**src/rtl/pipelined_adder_pkg.sv**
```systemverilog
// Shared helpers for the pipelined ripple-carry adder.
// Stage count and parameter legality live here.
package pipelined_adder_pkg;

  function automatic int num_stages(
    input int width,
    input int chunk
  );
    return (chunk >= 1) ? width / chunk : 1;
  endfunction

  function automatic bit params_ok(
    input int width,
    input int chunk
  );
    return (chunk >= 1) && (width >= chunk) &&
           (width % chunk == 0);
  endfunction

endpackage

```
**src/rtl/ripple_carry_n_bit_adder.sv**
```systemverilog
// Combinational N-bit ripple-carry adder for one pipeline chunk.
// Also exports the carry into the MSB for overflow detection.
module ripple_carry_n_bit_adder #(
  parameter int N = 4
) (
  input  logic [N-1:0] A,
  input  logic [N-1:0] B,
  input  logic         C0,
  output logic [N-1:0] S,
  output logic         Cn,
  output logic         Cm
);

  logic [N:0] c;

  always_comb begin
    c    = '0;
    S    = '0;
    c[0] = C0;
    for (int i = 0; i < N; i++) begin
      S[i]   = A[i] ^ B[i] ^ c[i];
      c[i+1] = (A[i] & B[i]) | (c[i] & (A[i] ^ B[i]));
    end
  end

  assign Cn = c[N];
  assign Cm = c[N-1];

endmodule

```
**src/rtl/pipelined_ripple_carry_adder.sv**
```systemverilog
// Pipelined add/sub: one CHUNK-wide ripple stage per register.
// Operands skew in, sum chunks deskew out, global stall.
module pipelined_ripple_carry_adder
  import pipelined_adder_pkg::*;
#(
  parameter int WIDTH = 16,
  parameter int CHUNK = 4
) (
  input  logic             clk,
  input  logic             rst_n,
  input  logic             in_valid,
  output logic             in_ready,
  input  logic [WIDTH-1:0] A,
  input  logic [WIDTH-1:0] B,
  input  logic             Cin,
  input  logic             SUB,
  output logic             out_valid,
  input  logic             out_ready,
  output logic [WIDTH-1:0] S,
  output logic             Cout,
  output logic             OVF
);

  localparam int L = num_stages(WIDTH, CHUNK);

  if (!params_ok(WIDTH, CHUNK)) begin : g_bad_params
    $error("WIDTH must be a positive multiple of CHUNK");
  end

  logic stall;

  assign stall    = out_valid && !out_ready;
  assign in_ready = !stall;

  for (genvar k = 0; k < L; k++) begin : g_stg
    localparam int IW = WIDTH - k * CHUNK;
    localparam int SW = (k + 1) * CHUNK;

    logic [IW-1:0]    a_in;
    logic [IW-1:0]    b_in;
    logic             c_in;
    logic             v_in;
    logic [CHUNK-1:0] sum;
    logic             cout;
    logic [SW-1:0]    s_d;
    logic [SW-1:0]    s_q;
    logic             c_q;
    logic             v_q;

    if (k == 0) begin : g_head
      assign a_in = A;
      assign b_in = SUB ? ~B : B;
      assign c_in = SUB | Cin;
      assign v_in = in_valid;
      assign s_d  = sum;
    end else begin : g_body
      assign a_in = g_stg[k-1].g_skew.a_q;
      assign b_in = g_stg[k-1].g_skew.b_q;
      assign c_in = g_stg[k-1].c_q;
      assign v_in = g_stg[k-1].v_q;
      assign s_d  = {sum, g_stg[k-1].s_q};
    end

    // data only moves with a real operation, so bubbles keep S stable
    always_ff @(posedge clk or negedge rst_n) begin
      if (!rst_n) begin
        v_q <= 1'b0;
        c_q <= 1'b0;
        s_q <= '0;
      end else if (!stall) begin
        v_q <= v_in;
        if (v_in) begin
          c_q <= cout;
          s_q <= s_d;
        end
      end
    end

    if (k < L - 1) begin : g_skew
      logic [IW-CHUNK-1:0] a_q;
      logic [IW-CHUNK-1:0] b_q;

      ripple_carry_n_bit_adder #(
        .N (CHUNK)
      ) u_add (
        .A  (a_in[CHUNK-1:0]),
        .B  (b_in[CHUNK-1:0]),
        .C0 (c_in),
        .S  (sum),
        .Cn (cout),
        .Cm ()
      );

      always_ff @(posedge clk or negedge rst_n) begin
        if (!rst_n) begin
          a_q <= '0;
          b_q <= '0;
        end else if (!stall && v_in) begin
          a_q <= a_in[IW-1:CHUNK];
          b_q <= b_in[IW-1:CHUNK];
        end
      end
    end else begin : g_last
      logic cm;
      logic ovf_q;

      ripple_carry_n_bit_adder #(
        .N (CHUNK)
      ) u_add (
        .A  (a_in[CHUNK-1:0]),
        .B  (b_in[CHUNK-1:0]),
        .C0 (c_in),
        .S  (sum),
        .Cn (cout),
        .Cm (cm)
      );

      always_ff @(posedge clk or negedge rst_n) begin
        if (!rst_n) begin
          ovf_q <= 1'b0;
        end else if (!stall && v_in) begin
          ovf_q <= cm ^ cout;
        end
      end
    end
  end

  assign out_valid = g_stg[L-1].v_q;
  assign S         = g_stg[L-1].s_q;
  assign Cout      = g_stg[L-1].c_q;
  assign OVF       = g_stg[L-1].g_last.ovf_q;

endmodule
```
**config.mk**
```make
export PLATFORM = sky130hd
export DESIGN_NAME = pipelined_ripple_carry_adder
export DESIGN_NICKNAME = d
export VERILOG_FILES = /design/src/rtl/pipelined_adder_pkg.sv /design/src/rtl/ripple_carry_n_bit_adder.sv /design/src/rtl/pipelined_ripple_carry_adder.sv
export SDC_FILE = /design/constraint.sdc
export NUM_CORES = 1
export LEC_CHECK = 0
export BUFFER_PORTS_ARGS = -buffer_cell sky130_fd_sc_hd__buf_2
export CAP_MARGIN = 15
export CORE_ASPECT_RATIO = 1.1
export CORE_UTILIZATION = 57
export DETAILED_ROUTE_END_ITERATION = 6
export PLACE_DENSITY = 0.83
export SLEW_MARGIN = 30
export SYNTH_ARGS = -nofsm -noshare
export SYNTH_HDL_FRONTEND = slang
export SYNTH_SLANG_ARGS = --single-unit
```
**constraint.sdc**
```tcl
create_clock -name clk -period 2.8 [get_ports clk]
set_input_delay 0.28 -clock clk [delete_from_list [all_inputs] [get_ports clk]]
set_output_delay 0.28 -clock clk [all_outputs]
set_load 0.01 [all_outputs]
```
==> results.toml <==
[status]
status = "complete, but fails checks"
violations = "design-rule violations"

[detailed_routing]
drc = 4
wire_per_inst_um = 15.1
drt-initial-drc-count = 163
postRouteAntennaNets = 0
vias_per_cell = 5.25
via_count = 2361
routed_wl_mm = 6.82
first_pass_iters = 6

[power]
peakVddDrop_mv = 0.495
power.leakage_uw = 0.00229
power_density_nw_per_um2 = 1090

[place]
place_inst = 433
dp_hpwl_mm = 4.75
numPortBuffers = 57
place_congestion = 0.759

[grt]
gr-total-overflow = 0
grt_max_degree = 98
grt_pass1_wl_mm = 11.9
antenna_found_initial = 0
grt_usage_pct = 20.0
grt_pass1_vias = 2454

[final_layout]
drive_gt1_share_pct = 39.7
nets = 414
antenna_cells = 0
final_cells = 450
areaGrowthSynthToFinish_pct = 12.5
fillers = 506

[timing]
tightest_slew_ns = 0.627
fmax_mhz = 445
setup_violations = 0
rsz0062_at_grt = "false"
min_period_ns = 2.25
fin_tns_setup_ns = 0
period_share_pct = 80.3
final-max-slew-violation-count = 0
fin_worst_skew_ns = 0.00481
hold_viol_final = 0
relSlewSlack_pct = 58.1

[worst_hold_path]
hp-class = "in2reg"
hold_start = "A[15]"

[logic_synthesis]
synth_top_area_share_pct = 57.2
synth_nets = 356
postSynthCellCount = 302
syn_area_per_cell_um2 = 14.1
yosysSeqAreaShare_pct = 57.2
synth.top_cells.by_area = "dfrtp_1, mux2_2, fa_1"
synth_enable_flop_cells = 0
synth_top_cell_by_area = "dfrtp_1"
synth_area_um2 = 4240
synth_seq_cells = 97
ys_types = 20
ys_warn_count = 0
ys_async_sr_fraction_pct = 100
synthFlopType = "dfrtp_1"

[setup_path]
cp-start-kind = "flop"
max_stage_delay_ns = 0.42
worst_path_most_repeated_cell = "fa_1"
timing.rr.start = "g_stg[2].c_q"
startpoint = "g_stg[2].c_q"
cp.buffers_inverters = 3
crit_family = "adder cells"
path_cells = "fa_1, inv_1, fa_1, inv_1, fa_1, inv_1, fa_1, xnor2_1, mux2_2"
worstPathRequired_ns = 3.05
crit_path_end_kind = "flop"
crit_type = "reg2reg"
worstPathArrival_ns = 2.50
crit_slowest_cell = "fa_1"
critPathMaxFanout = 2

[die]
die_height_um = 92.5
coreArea_um2 = 7130
die_w_um = 84.3
io_pins = 58
start_util_pct = 59.6
die_area_um2 = 7800
rows = 32

[clocking]
cts_tree = "built"
cts-htree-levels = 3
insertion_delay_ns = 0.36
path_clk_slew_ns = 0.09
cts.sinks = 97
clockBufferDepth = 2
cts_made_buffers = 9
cts-root-buf = "clkbuf_8"

[flow_run]
maxCapViolations = 0
-- cells in the mapped netlist (2+ instances only) --
library cell / count
fa_1: 16
dfrtp_1: 97
xnor2_1: 13
o21ai_0: 7
inv_1: 40
a21oi_1: 20
mux2i_1: 11
mux2_4: 5
nand2_1: 3
mux2_2: 63
buf_4: 2
nand2_2: 2
clkbuf_1: 2
buf_6: 4
xor2_1: 4
nand3_1: 4
buf_2: 6
-- through the flow --
stage               worst slack [ns]  hold slack, ns  utilization, %  total power (uW)  instance area [um^2]
global route                   0.469           0.136            67.0              5600                  4770
CTS                            0.534           0.142            67.0              5270                  4770
global placement               0.389           0.365            64.2              4240                  4580
finish                         0.551           0.150            67.0              5210                  4770
floorplan                      0.117         -0.0156               -              3810                  4240
detailed placement             0.309           0.373            64.2              4390                  4580
-- path summary, 6_finish.rpt --
| path | endpoint | slack [ns] | cells past startpoint |
|---|---|---|---|
| setup / recovery | OVF | 0.55 | 9 |
| hold / removal | g_stg[0].g_skew.a_q[11] | 0.15 | 2 |
| setup reg to reg | OVF | 0.55 | 9 |
| hold reg to reg | S[6] | 0.50 | 1 |
| max in group asynchronous | S[3] | 1.89 | 3 |
| min in group asynchronous | g_stg[0].g_skew.a_q[4] | 0.48 | 3 |
-- placed cells by master, fill, tap and decap left out, drive strengths merged --
cell type,n
fa,16
mux2i,11
o21ai,7
mux2,68
nand2b,1
a21oi,20
dfrtp,97
xnor2,13
xor2,4
clkbuf,13
nand2,5
nor2,1
inv,40
dlygate4sd3,1
clkinv,2
bufinv,1
buf,60
nand3,4
and2,1
-- kinds of logic after synthesis --
logic type / Yosys count / share of synthesized area (%)
muxes: 79 / 21.1
buffers and inverters: 54 / 5.84
DFF: 97 / 57.2
AOI/OAI and AO/OA: 27 / 3.18
xor gates and xnor gates: 17 / 3.51
and+or+nand+nor: 12 / 1.65
adders and majority gates: 16 / 7.55
-- layout make-up --
type | instances | area (um^2) | share of cell area [%]
well taps | 85 | 106 | 2.23
clock inverters | 3 | 40.0 | 0.839
clock buffers | 13 | 149 | 3.12
inverters | 40 | 150 | 3.14
repair buffers | 61 | 333 | 6.97
flip-flops and latches | 97 | 2430 | 50.8
multi-input cells | 151 | 1570 | 32.9
-- flip-flops by register name (all words and copies together), names as in the netlist --
register,cells
g_stg.g_skew.a_q,24
S,16
Cout,1
g_stg.v_q,3
g_stg.c_q,3
g_stg.s_q,24
g_stg.g_skew.b_q,24
OVF,1
out_valid,1
-- per-layer routing --
metal / share of wire (%) / GRT usage (%) / up-vias
met1: 45 / 26.9 / 1189
met4: 1.8 / 8.33 / 0
met5: 0 / 0 / -
met2: 49 / 31.8 / 58
met3: 3.6 / 4.46 / 12
li1: - / - / 1102
-- worst reg2reg max path, stage by stage (launching register included) --
cell and delay, ns:
dfrtp_1 0.40, fa_1 0.42, inv_1 0.08, fa_1 0.16, inv_1 0.05, fa_1 0.40, inv_1 0.09, fa_1 0.22
xnor2_1 0.08, mux2_2 0.25
-- power by group --
part / switching (uW) / internal (uW)
logic: 878 / 1040
registers: 354 / 2050
clock network: 453 / 436
total: 1680 / 3530
-- repair_timing --
action	CTS	global route
buffers inserted	0	0
resized for setup	0	0
endpoints found under the hold margin	72	0
hold buffers	1	0
endpoints found under the setup margin	0	0
Power figures use the tool's default switching activity.
